## src/rtl/muldiv_seq_if.sv

```systemverilog
// Request/response bundle between the EX stage and the RV32M sequencer.
// The EX side owns the request fields; the sequencer drives status and result.
interface muldiv_seq_if #(
  parameter int XLEN = 32
);
  logic            start;
  logic [2:0]      funct3;
  logic [XLEN-1:0] rs1;
  logic [XLEN-1:0] rs2;
  logic            flush;
  logic            busy;
  logic            stall;
  logic            done;
  logic [XLEN-1:0] result;

  modport master (
    output start, funct3, rs1, rs2, flush,
    input  busy, stall, done, result
  );

  modport slave (
    input  start, funct3, rs1, rs2, flush,
    output busy, stall, done, result
  );
endinterface

```

## src/rtl/muldiv_seq.sv

```systemverilog
// Iterative RV32M multiply/divide unit: radix-2 shift-add and restoring divide
// on operand magnitudes, with the sign applied once in the FIX state.
module muldiv_seq #(
  parameter int XLEN = 32
) (
  input  logic       clk,
  input  logic       rst,
  muldiv_seq_if.slave bus
);
  localparam int CW = $clog2(XLEN);

  typedef enum logic [2:0] {S_IDLE, S_PREP, S_CALC, S_FIX, S_DONE} state_t;

  state_t            state_q, state_d;
  logic [CW-1:0]     count_q, count_d;
  logic [2:0]        op_q, op_d;
  logic [XLEN-1:0]   a_q, a_d, b_q, b_d;
  logic [XLEN-1:0]   mcand_q, mcand_d;
  logic [2*XLEN-1:0] prod_q, prod_d;
  logic [XLEN-1:0]   rem_q, rem_d;
  logic              neg_q, neg_d;
  logic [XLEN-1:0]   result_q, result_d;

  // Operand signs and magnitudes, only meaningful while in PREP.
  logic            sign_a, sign_b, is_div, is_rem, div_zero, div_ovf, fast;
  logic [XLEN-1:0] mag_a, mag_b, fast_val;

  assign is_div   = op_q[2];
  assign is_rem   = op_q[2] & op_q[1];
  assign sign_a   = a_q[XLEN-1] & (op_q == 3'b001 || op_q == 3'b010 ||
                                   op_q == 3'b100 || op_q == 3'b110);
  assign sign_b   = b_q[XLEN-1] & (op_q == 3'b001 || op_q == 3'b100 || op_q == 3'b110);
  assign mag_a    = sign_a ? -a_q : a_q;
  assign mag_b    = sign_b ? -b_q : b_q;
  assign div_zero = is_div && (b_q == '0);
  assign div_ovf  = (op_q == 3'b100 || op_q == 3'b110) &&
                    (a_q == {1'b1, {(XLEN-1){1'b0}}}) && (b_q == '1);
  assign fast     = div_zero || div_ovf;
  // Overflow DIV returns the dividend itself (0x80000000); REM returns 0.
  assign fast_val = div_zero ? (op_q[1] ? a_q : '1) : (op_q[1] ? '0 : a_q);

  // One iteration of each datapath; the XLEN+1 bit forms expose carry/borrow.
  logic [XLEN:0]     mul_sum, div_shift, div_trial;
  assign mul_sum   = {1'b0, prod_q[2*XLEN-1:XLEN]} +
                     (prod_q[0] ? {1'b0, mcand_q} : {(XLEN+1){1'b0}});
  assign div_shift = {rem_q, prod_q[XLEN-1]};
  assign div_trial = div_shift - {1'b0, mcand_q};

  logic [2*XLEN-1:0] prod_fix;
  logic [XLEN-1:0]   rem_fix;
  assign prod_fix = neg_q ? -prod_q : prod_q;
  assign rem_fix  = neg_q ? -rem_q  : rem_q;

  always_comb begin
    state_d  = state_q;
    count_d  = count_q;
    op_d     = op_q;
    a_d      = a_q;
    b_d      = b_q;
    mcand_d  = mcand_q;
    prod_d   = prod_q;
    rem_d    = rem_q;
    neg_d    = neg_q;
    result_d = result_q;
    case (state_q)
      S_IDLE: begin
        if (bus.start && !bus.flush) begin
          op_d    = bus.funct3;
          a_d     = bus.rs1;
          b_d     = bus.rs2;
          state_d = S_PREP;
        end
      end
      S_PREP: begin
        if (fast) begin
          result_d = fast_val;
          state_d  = S_DONE;
        end else begin
          count_d = '0;
          mcand_d = is_div ? mag_b : mag_a;
          prod_d  = {{XLEN{1'b0}}, (is_div ? mag_a : mag_b)};
          rem_d   = '0;
          neg_d   = is_rem ? sign_a : (sign_a ^ sign_b);
          state_d = S_CALC;
        end
      end
      S_CALC: begin
        if (is_div) begin
          rem_d               = div_trial[XLEN] ? div_shift[XLEN-1:0] : div_trial[XLEN-1:0];
          prod_d[XLEN-1:0]    = {prod_q[XLEN-2:0], ~div_trial[XLEN]};
        end else begin
          prod_d = {mul_sum, prod_q[XLEN-1:1]};
        end
        count_d = count_q + CW'(1);
        if (count_q == CW'(XLEN-1)) state_d = S_FIX;
      end
      S_FIX: begin
        case (op_q)
          3'b000:                 result_d = prod_fix[XLEN-1:0];
          3'b001, 3'b010, 3'b011: result_d = prod_fix[2*XLEN-1:XLEN];
          3'b100, 3'b101:         result_d = prod_fix[XLEN-1:0];
          default:                result_d = rem_fix;
        endcase
        state_d = S_DONE;
      end
      default: state_d = S_IDLE;
    endcase
    // An abort discards the operation without touching the visible result.
    if (bus.flush && state_q != S_IDLE) begin
      state_d  = S_IDLE;
      result_d = result_q;
    end
  end

  always_ff @(posedge clk or posedge rst) begin
    if (rst) begin
      state_q  <= S_IDLE;
      count_q  <= '0;
      op_q     <= '0;
      a_q      <= '0;
      b_q      <= '0;
      mcand_q  <= '0;
      prod_q   <= '0;
      rem_q    <= '0;
      neg_q    <= 1'b0;
      result_q <= '0;
    end else begin
      state_q  <= state_d;
      count_q  <= count_d;
      op_q     <= op_d;
      a_q      <= a_d;
      b_q      <= b_d;
      mcand_q  <= mcand_d;
      prod_q   <= prod_d;
      rem_q    <= rem_d;
      neg_q    <= neg_d;
      result_q <= result_d;
    end
  end

  assign bus.busy   = (state_q != S_IDLE);
  assign bus.done   = (state_q == S_DONE);
  assign bus.stall  = (state_q == S_IDLE && bus.start) ||
                      state_q == S_PREP || state_q == S_CALC || state_q == S_FIX;
  assign bus.result = result_q;
endmodule

```

## src/flat_wrapper.sv

```systemverilog
// flat-port wrapper written by rule: the top's interface ports become plain ports
module muldiv_seq_flat 
#(
  parameter int XLEN = 32
)
  (clk, rst, bus_start, bus_funct3, bus_rs1, bus_rs2, bus_flush, bus_busy, bus_stall, bus_done, bus_result);
  muldiv_seq_if #(.XLEN(XLEN)) bus_i ();
  input  logic clk;
  input  logic rst;
  input wire logic [$bits(bus_i.start)-1:0] bus_start;
  input wire logic [$bits(bus_i.funct3)-1:0] bus_funct3;
  input wire logic [$bits(bus_i.rs1)-1:0] bus_rs1;
  input wire logic [$bits(bus_i.rs2)-1:0] bus_rs2;
  input wire logic [$bits(bus_i.flush)-1:0] bus_flush;
  output wire logic [$bits(bus_i.busy)-1:0] bus_busy;
  output wire logic [$bits(bus_i.stall)-1:0] bus_stall;
  output wire logic [$bits(bus_i.done)-1:0] bus_done;
  output wire logic [$bits(bus_i.result)-1:0] bus_result;
  assign bus_i.start = bus_start;
  assign bus_i.funct3 = bus_funct3;
  assign bus_i.rs1 = bus_rs1;
  assign bus_i.rs2 = bus_rs2;
  assign bus_i.flush = bus_flush;
  assign bus_busy = bus_i.busy;
  assign bus_stall = bus_i.stall;
  assign bus_done = bus_i.done;
  assign bus_result = bus_i.result;
  muldiv_seq #(.XLEN(XLEN)) u_core (.clk(clk), .rst(rst), .bus(bus_i));
endmodule
```

## config.mk

```make
export PLATFORM = sky130hd
export DESIGN_NAME = muldiv_seq_flat
export DESIGN_NICKNAME = d
export VERILOG_FILES = /design/src/rtl/muldiv_seq_if.sv /design/src/rtl/muldiv_seq.sv /design/src/flat_wrapper.sv
export SDC_FILE = /design/constraint.sdc
export NUM_CORES = 1
export LEC_CHECK = 0
export BUFFER_PORTS_ARGS = -buffer_cell sky130_fd_sc_hd__clkbuf_2
export CAP_MARGIN = 20
export CORE_MARGIN = 5
export CORE_UTILIZATION = 57
export DETAILED_ROUTE_END_ITERATION = 8
export PLACE_DENSITY = 0.78
export SLEW_MARGIN = 20
export SYNTH_ARGS = -nofsm -noshare
export SYNTH_HDL_FRONTEND = slang
export SYNTH_SLANG_ARGS = --single-unit
```

## constraint.sdc

```tcl
create_clock -name clk -period 7.1 [get_ports clk]
set_clock_uncertainty 0.05 [all_clocks]
set_input_delay 0.355 -clock clk [delete_from_list [all_inputs] [get_ports clk]]
set_output_delay 0.355 -clock clk [all_outputs]
set_load 0.02 [all_outputs]
```

==> metrics.cfg, run 1 <==
[status]
status = finished, final reports clean

[worst_setup_path]
cp.required_ns = 7.48
critPathKind = flip-flop to flip-flop
rrSetupSlack_ns = 2.41
rr_startpoint = u_core.b_q[0]
rr_endpoint = u_core.bus.result[20]
cp-start-kind = flip-flop
r2r_cells = 12
slowest_delay_ns = 0.69
arrival_ns = 5.07
cp-end-kind = flip-flop
cp_cell_sequence = inv_1, ha_1, or4b_1, nor4_4, and4_1, buf_4, a211o_1, nand3_2, inv_1, o211ai_1, o21ai_0, a31oi_1
crit_top_cell = inv_1
crit_fanout = 53
slowest_stage = nand3_2

[routing]
drc = 0
vias = 18478
drtAntennaViolNets = 0
avgRoutedWirePerCell_um = 24.03
via_per_inst = 6.637
drt-total-wl_um = 66890
firstDrtPassIters = 6
drt_iter0_markers = 2332

[floorplanning]
io-pin-count = 106
die_h_um = 190.3
start_util_pct = 57.37
rows = 66
die_area_um2 = 36200
core_area_um2 = 32290
dieWidth_um = 190.3

[yosys]
yosysUniqueCellTypes = 87
synth-main-ff-cell = dfrtp_1
synthTopCellsByArea = dfrtp_1 32%, o21ai_0 5.4%, a21oi_1 5.2%, xnor2_1 5.0%, mux2_2 4.8%
synth_top_family_by_area = compound AO/OA/AOI/OAI gates
yosysSeqAreaShare_pct = 31.88
synthAdderAreaFrac_pct = 6.201
syn_area_per_cell_um2 = 8.247
synth_top_area_share_pct = 31.88
ys_warn_count = 0
synth_compound_area_share_pct = 23.01
synthArstFlopShare_pct = 100.0
synth_edf_count = 0
synth_seq_cells = 236
syn_nets = 2390
synth_xor_xnor_area_share_pct = 8.883
yosys.area_share.simple_pct = 18.02
synth_common_cells = 236 x dfrtp_1, 231 x nor2_1, 201 x o21ai_0
netlist_area_um2 = 18520
syn_inst = 2246
synth_largest_area_cell = dfrtp_1
synth.most_common_cell = dfrtp_1
muxShareOfSynthArea_pct = 7.167

[sta]
worstMarginPinSlew_ns = 1.047
finalHoldViolations = 0
relSlewSlack_pct = 30.02
rsz0062_at_grt = false
setup_viol = 0
finalCriticalPeriod_ns = 4.690
clock.fmax_mhz = 213.2
finalSetupTns_ns = 0
fin_crit_sh_pct = 66.06
holdWs_ns = 0.1039
drv_slew = 0

[finish]
syn2layout_area_growth_pct = 12.91
drive_above_1_share_pct = 12.68
diodes = 0
nNetsFinal = 2465

[clock_tree]
cts-root-buf = clkbuf_16
cts.sinks = 236
path_clk_slew_ns = 0.07
cts_buffers = 28
cts_htree_levels = 1
post_cts_buffers = 0
tritoncts = yes
clock_path_buffers = 3
clock_latency_ns = 0.59

[worst_hold_path]
whs_path_depth = 3
hp-class = input pin to flip-flop
whs_endpoint = u_core.state_q[0]
min_from = bus_start

[flow_run]
max_cap_violations = 0

[placed_design]
place_congestion = 1.041
hpwl_um = 48040
port-buffer-count = 105

[global_route]
grt_pass1_vias = 17780
antenna_found_initial = 1
gr-total-overflow = 0
grtUsageTotal_pct = 36.01
grt_pass1_wl_um = 103200
grt_start_max_net_pins = 118

[pwr]
powerDensity_nw_per_um2 = 321.6
peakVddDrop_mv = 0.2415
p_leak_nw = 8.859

timing repair:
action,4_1_cts,5_1_grt
hold buffers,69,0
hold endpoints to repair,178,0
gates resized for setup,0,0
layer usage:
layer / share of wire (%) / global-route usage, % / wire length (um) / vias up
met5: 0.021 / 0 / 14 / -
met4: 6.9 / 19.28 / 4638 / 2
met3: 10 / 7.305 / 6712 / 260
met2: 44 / 56.31 / 29510 / 1089
met1: 39 / 47.25 / 26020 / 8793
li1: - / - / - / 8334
state kept, by name, indices dropped and copies added (netlist names):
register	flops
u_core.b_q	32
u_core.count_q	5
u_core.neg_q	1
u_core.mcand_q	32
u_core.rem_q	32
u_core.state_q	3
u_core.a_q	32
u_core.op_q	3
u_core.bus.result	32
u_core.prod_q	64
cell families after synthesis:
group,Yosys count
mux,119
simple gates,697
flops,236
xor+xnor,187
fa+ha+maj,95
compound gates,688
buf+inv,224
area by class of cell:
class,instances,area [um2]
sequential,236,5908
clock inverter,18,280.3
clock buffer,33,749.5
tap,442,553.0
fill,2656,11370
multi-input combinational,1786,11760
inverter,73,281.5
timing repair buffer,196,1381
metrics by stage:
step / worst slack [ns] / std cells / total power (W) / area (um2) / utilization, %
final: 2.410 / 2784 / 0.006726 / 20910 / 64.77
after global routing: 2.022 / 2784 / 0.007019 / 20910 / 64.77
after CTS: 2.538 / 2784 / 0.006590 / 20910 / 64.76
after detailed placement: 2.585 / 2664 / 0.004935 / 19190 / 59.43
after global placement: 2.646 / 2664 / 0.004859 / 19180 / 59.42
after floorplan: 0.2203 / 2246 / 0.004009 / 18520 / -
layout by cell type, fill, tap and decap left out, types with 28 or more instances in the layout:
master / count
nor2_1: 229
mux2_2: 79
ha_1: 71
dlygate4sd3_1: 69
a211oi_1: 29
clkbuf_2: 105
o31ai_1: 34
a31oi_1: 31
nand3_1: 63
inv_1: 70
xnor2_1: 105
dfrtp_1: 234
o21ai_0: 200
clkbuf_16: 28
mux2i_1: 37
nor3_1: 61
xor2_1: 81
nand2_1: 176
a21oi_1: 194
how the worst max path moves through the flow:
| stage | start | end | slack (ns) | cells past startpoint |
|---|---|---|---|---|
| 2_1_floorplan | rst | u_core.a_q[0] | 0.22 | 1 |
| 3_3_place_gp | u_core.b_q[0] | u_core.rem_q[7] | 2.65 | 11 |
| 3_5_place_dp | u_core.b_q[0] | u_core.bus.result[20] | 2.59 | 12 |
| 4_1_cts | u_core.b_q[0] | u_core.bus.result[20] | 2.54 | 12 |
| 5_1_grt | u_core.b_q[0] | u_core.bus.result[20] | 2.02 | 12 |
| 6_report | u_core.b_q[0] | u_core.bus.result[20] | 2.41 | 12 |
where the power goes:
part / internal [W] / total (W) / switching, W / leakage [nW]
combinational: 0.00109 / 0.00296 / 0.00187 / 5.37
sequential: 0.00164 / 0.00215 / 0.000504 / 3.00
clock: 0.000977 / 0.00162 / 0.000644 / 0.498
total: 0.00370 / 0.00673 / 0.00302 / 8.86
worst max-delay path, delay by kind of cell, from the launching register on:
kind	cells	cell delay (ns)
and+or+nand+nor	4	1.99
DFF	1	0.46
AOI/OAI and AO/OA	4	0.57
buffers and inverters	3	1.16
adders and majority gates	1	0.25
Power figures use the tool's default switching activity.
==> run 2: changes to the inputs <==
==> constraint.sdc (replaced) <==
create_clock -name clk -period 3.8 [get_ports clk]
set_clock_uncertainty 0.05 [all_clocks]
set_input_delay 0.19 -clock clk [delete_from_list [all_inputs] [get_ports clk]]
set_output_delay 0.19 -clock clk [all_outputs]
set_load 0.02 [all_outputs]
==> metrics.cfg, run 2 (synthesis gave the netlist of run 1 again) <==
[status]
status = finished, final reports clean

[worst_setup_path]
slowest_stage = nor4_1
rrSetupSlack_ns = 0.03  ; -2.38 ns
critPathKind = flip-flop to flip-flop
cp-start-kind = flip-flop
cp-end-kind = flip-flop
rr_startpoint = u_core.a_q[24]
cp_cell_sequence = or4_1, nor4_1, and4_1, a211o_1, or3_2, buf_4, nor2_1, a211oi_1, o22ai_1
r2r_cells = 9  ; -3
crit_family = simple AND/OR/NAND/NOR gates
cp.depth = 9  ; -3
path_buf_inv = 1  ; -2
slowest_delay_ns = 0.72  ; +0.03 ns
arrival_ns = 4.17  ; -0.90 ns
rr_endpoint = u_core.prod_q[26]
cp.required_ns = 4.21  ; -3.27 ns
crit_fanout = 35  ; -34%

[floorplanning]
core_area_um2 = 32290  ; unchanged
start_util_pct = 57.37  ; unchanged
die_area_um2 = 36200  ; unchanged
rows = 66  ; unchanged
io-pin-count = 106  ; unchanged
die_h_um = 190.3  ; unchanged
dieWidth_um = 190.3  ; unchanged

[sta]
finalHoldViolations = 0  ; unchanged
worstMarginPinSlew_ns = 0.9953  ; -0.05186 ns
relSlewSlack_pct = 33.44  ; +3.4 points
finalSetupTns_ns = 0  ; unchanged
drv_slew = 0  ; unchanged
setup_viol = 0  ; unchanged
clock.fmax_mhz = 265.5  ; +25%
fin_crit_sh_pct = 99.11  ; +33 points
holdWs_ns = 0.03422  ; -0.06964 ns
rsz0062_at_grt = false
finalCriticalPeriod_ns = 3.766  ; -0.9238 ns

[finish]
syn2layout_area_growth_pct = 15.16
diodes = 0  ; unchanged
largest_register = u_core.prod_q
final_cell_mix = 233 x dfrtp_1, 229 x nor2_1, 199 x o21ai_0
nNetsFinal = 2518  ; +2.2%
largest_register_ff_count = 64  ; unchanged
final_common_cell = dfrtp_1
drive_above_1_share_pct = 14.45  ; +1.8 points
design_area_um2 = 21330  ; +2.0%
utilization_pct = 66.07  ; +1.3 points

[global_route]
gr-total-overflow = 0  ; unchanged
grtUsageTotal_pct = 36.89  ; +0.89 points
antenna_found_initial = 2  ; +1
grt_pass1_wl_um = 105200  ; +1.9%
grt_start_max_net_pins = 129  ; +9.3%
grt_pass1_vias = 18047  ; +1.5%

[placed_design]
port-buffer-count = 105  ; unchanged
dpl-instance-area_um2 = 19610  ; +2.2%
place_congestion = 1.087  ; +4.4%
hpwl_um = 49710  ; +3.5%

[pwr]
p_leak_nw = 9.112  ; +2.8%
peakVddDrop_mv = 0.4951  ; +110%
p_total_w = 0.01262  ; +88%
powerDensity_nw_per_um2 = 591.7  ; +84%

[routing]
avgRoutedWirePerCell_um = 23.97  ; -0.25%
firstDrtPassIters = 6  ; unchanged
via_per_inst = 6.616  ; -0.32%
drt_iter0_markers = 2460  ; +5.5%
drt-total-wl_um = 68000  ; +1.7%
drtAntennaViolNets = 0  ; unchanged
vias = 18769  ; +1.6%
drc = 0  ; unchanged

[clock_tree]
path_clk_slew_ns = 0.07  ; about the same
clock_path_buffers = 3  ; unchanged
clock_latency_ns = 0.59  ; about the same
cts.sinks = 236  ; unchanged
cts-root-buf = clkbuf_16
cts_buffers = 28  ; unchanged
cts_htree_levels = 1  ; unchanged
tritoncts = yes

[flow_run]
max_cap_violations = 0  ; unchanged

[worst_hold_path]
hp-class = input pin to asynchronous set/reset pin

==> run 2: timing repair <==
action | 4_1_cts | 5_1_grt
buffers inserted | 0 | 1
hold buffers | 71 | 0
resized for setup | 0 | 3
endpoints found under the hold margin | 120 | 0
setup endpoints to repair | 0 | 31
==> run 2: worst max-delay path by stage <==
| stage | startpoint | to | slack (ns) |
|---|---|---|---|
| detailed placement | u_core.prod_q[0] | u_core.prod_q[63] | 0.18 |
| finish | u_core.a_q[24] | u_core.prod_q[26] | 0.03 |
| global placement | u_core.prod_q[0] | u_core.prod_q[63] | 0.27 |
| CTS | u_core.prod_q[0] | u_core.prod_q[63] | 0.14 |
| floorplan | u_core.prod_q[0] | u_core.prod_q[63] | 0.30 |
| global route | u_core.prod_q[0] | u_core.prod_q[63] | 0.03 |
==> run 2: worst register-to-register path, delay by kind of cell (launching register included) <==
kind,cells,cell delay (ns)
AND/OR/NAND/NOR,5,2.11
AO/OA/AOI/OAI,3,0.58
flip-flops,1,0.47
buffers and inverters,1,0.41
==> run 2: per-layer routing <==
layer | wire [um] | vias to the layer above | track usage (%)
li1 | - | 8436 | -
met1 | 25500 | 8828 | 47.12
met2 | 29490 | 1203 | 56.18
met3 | 7408 | 298 | 9.301
met4 | 5572 | 4 | 23.15
met5 | 25 | - | 0
==> run 2: through the flow <==
stage	instances	setup WS [ns]
after floorplan	2246	0.3006
after global placement	2714	0.2672
after detailed placement	2714	0.1810
after CTS	2836	0.1428
after global routing	2837	0.02931
final	2837	0.03380
==> run 2: final cells by class <==
| class | count | area (um2) |
|---|---|---|
| Fill cell | 2656 | 10960 |
| Multi-Input combinational cell | 1786 | 11750 |
| Clock inverter | 10 | 160.2 |
| Sequential cell | 236 | 5909 |
| Tap cell | 442 | 553.0 |
| Clock buffer | 41 | 829.5 |
| Timing Repair Buffer | 249 | 1851 |
| Inverter | 73 | 277.8 |
==> run 2: report_power, final <==
group          total (W)  switching (W)  internal [W]
logic            0.00583        0.00368       0.00214
clock network    0.00288        0.00115       0.00172
registers        0.00392       0.000848       0.00307
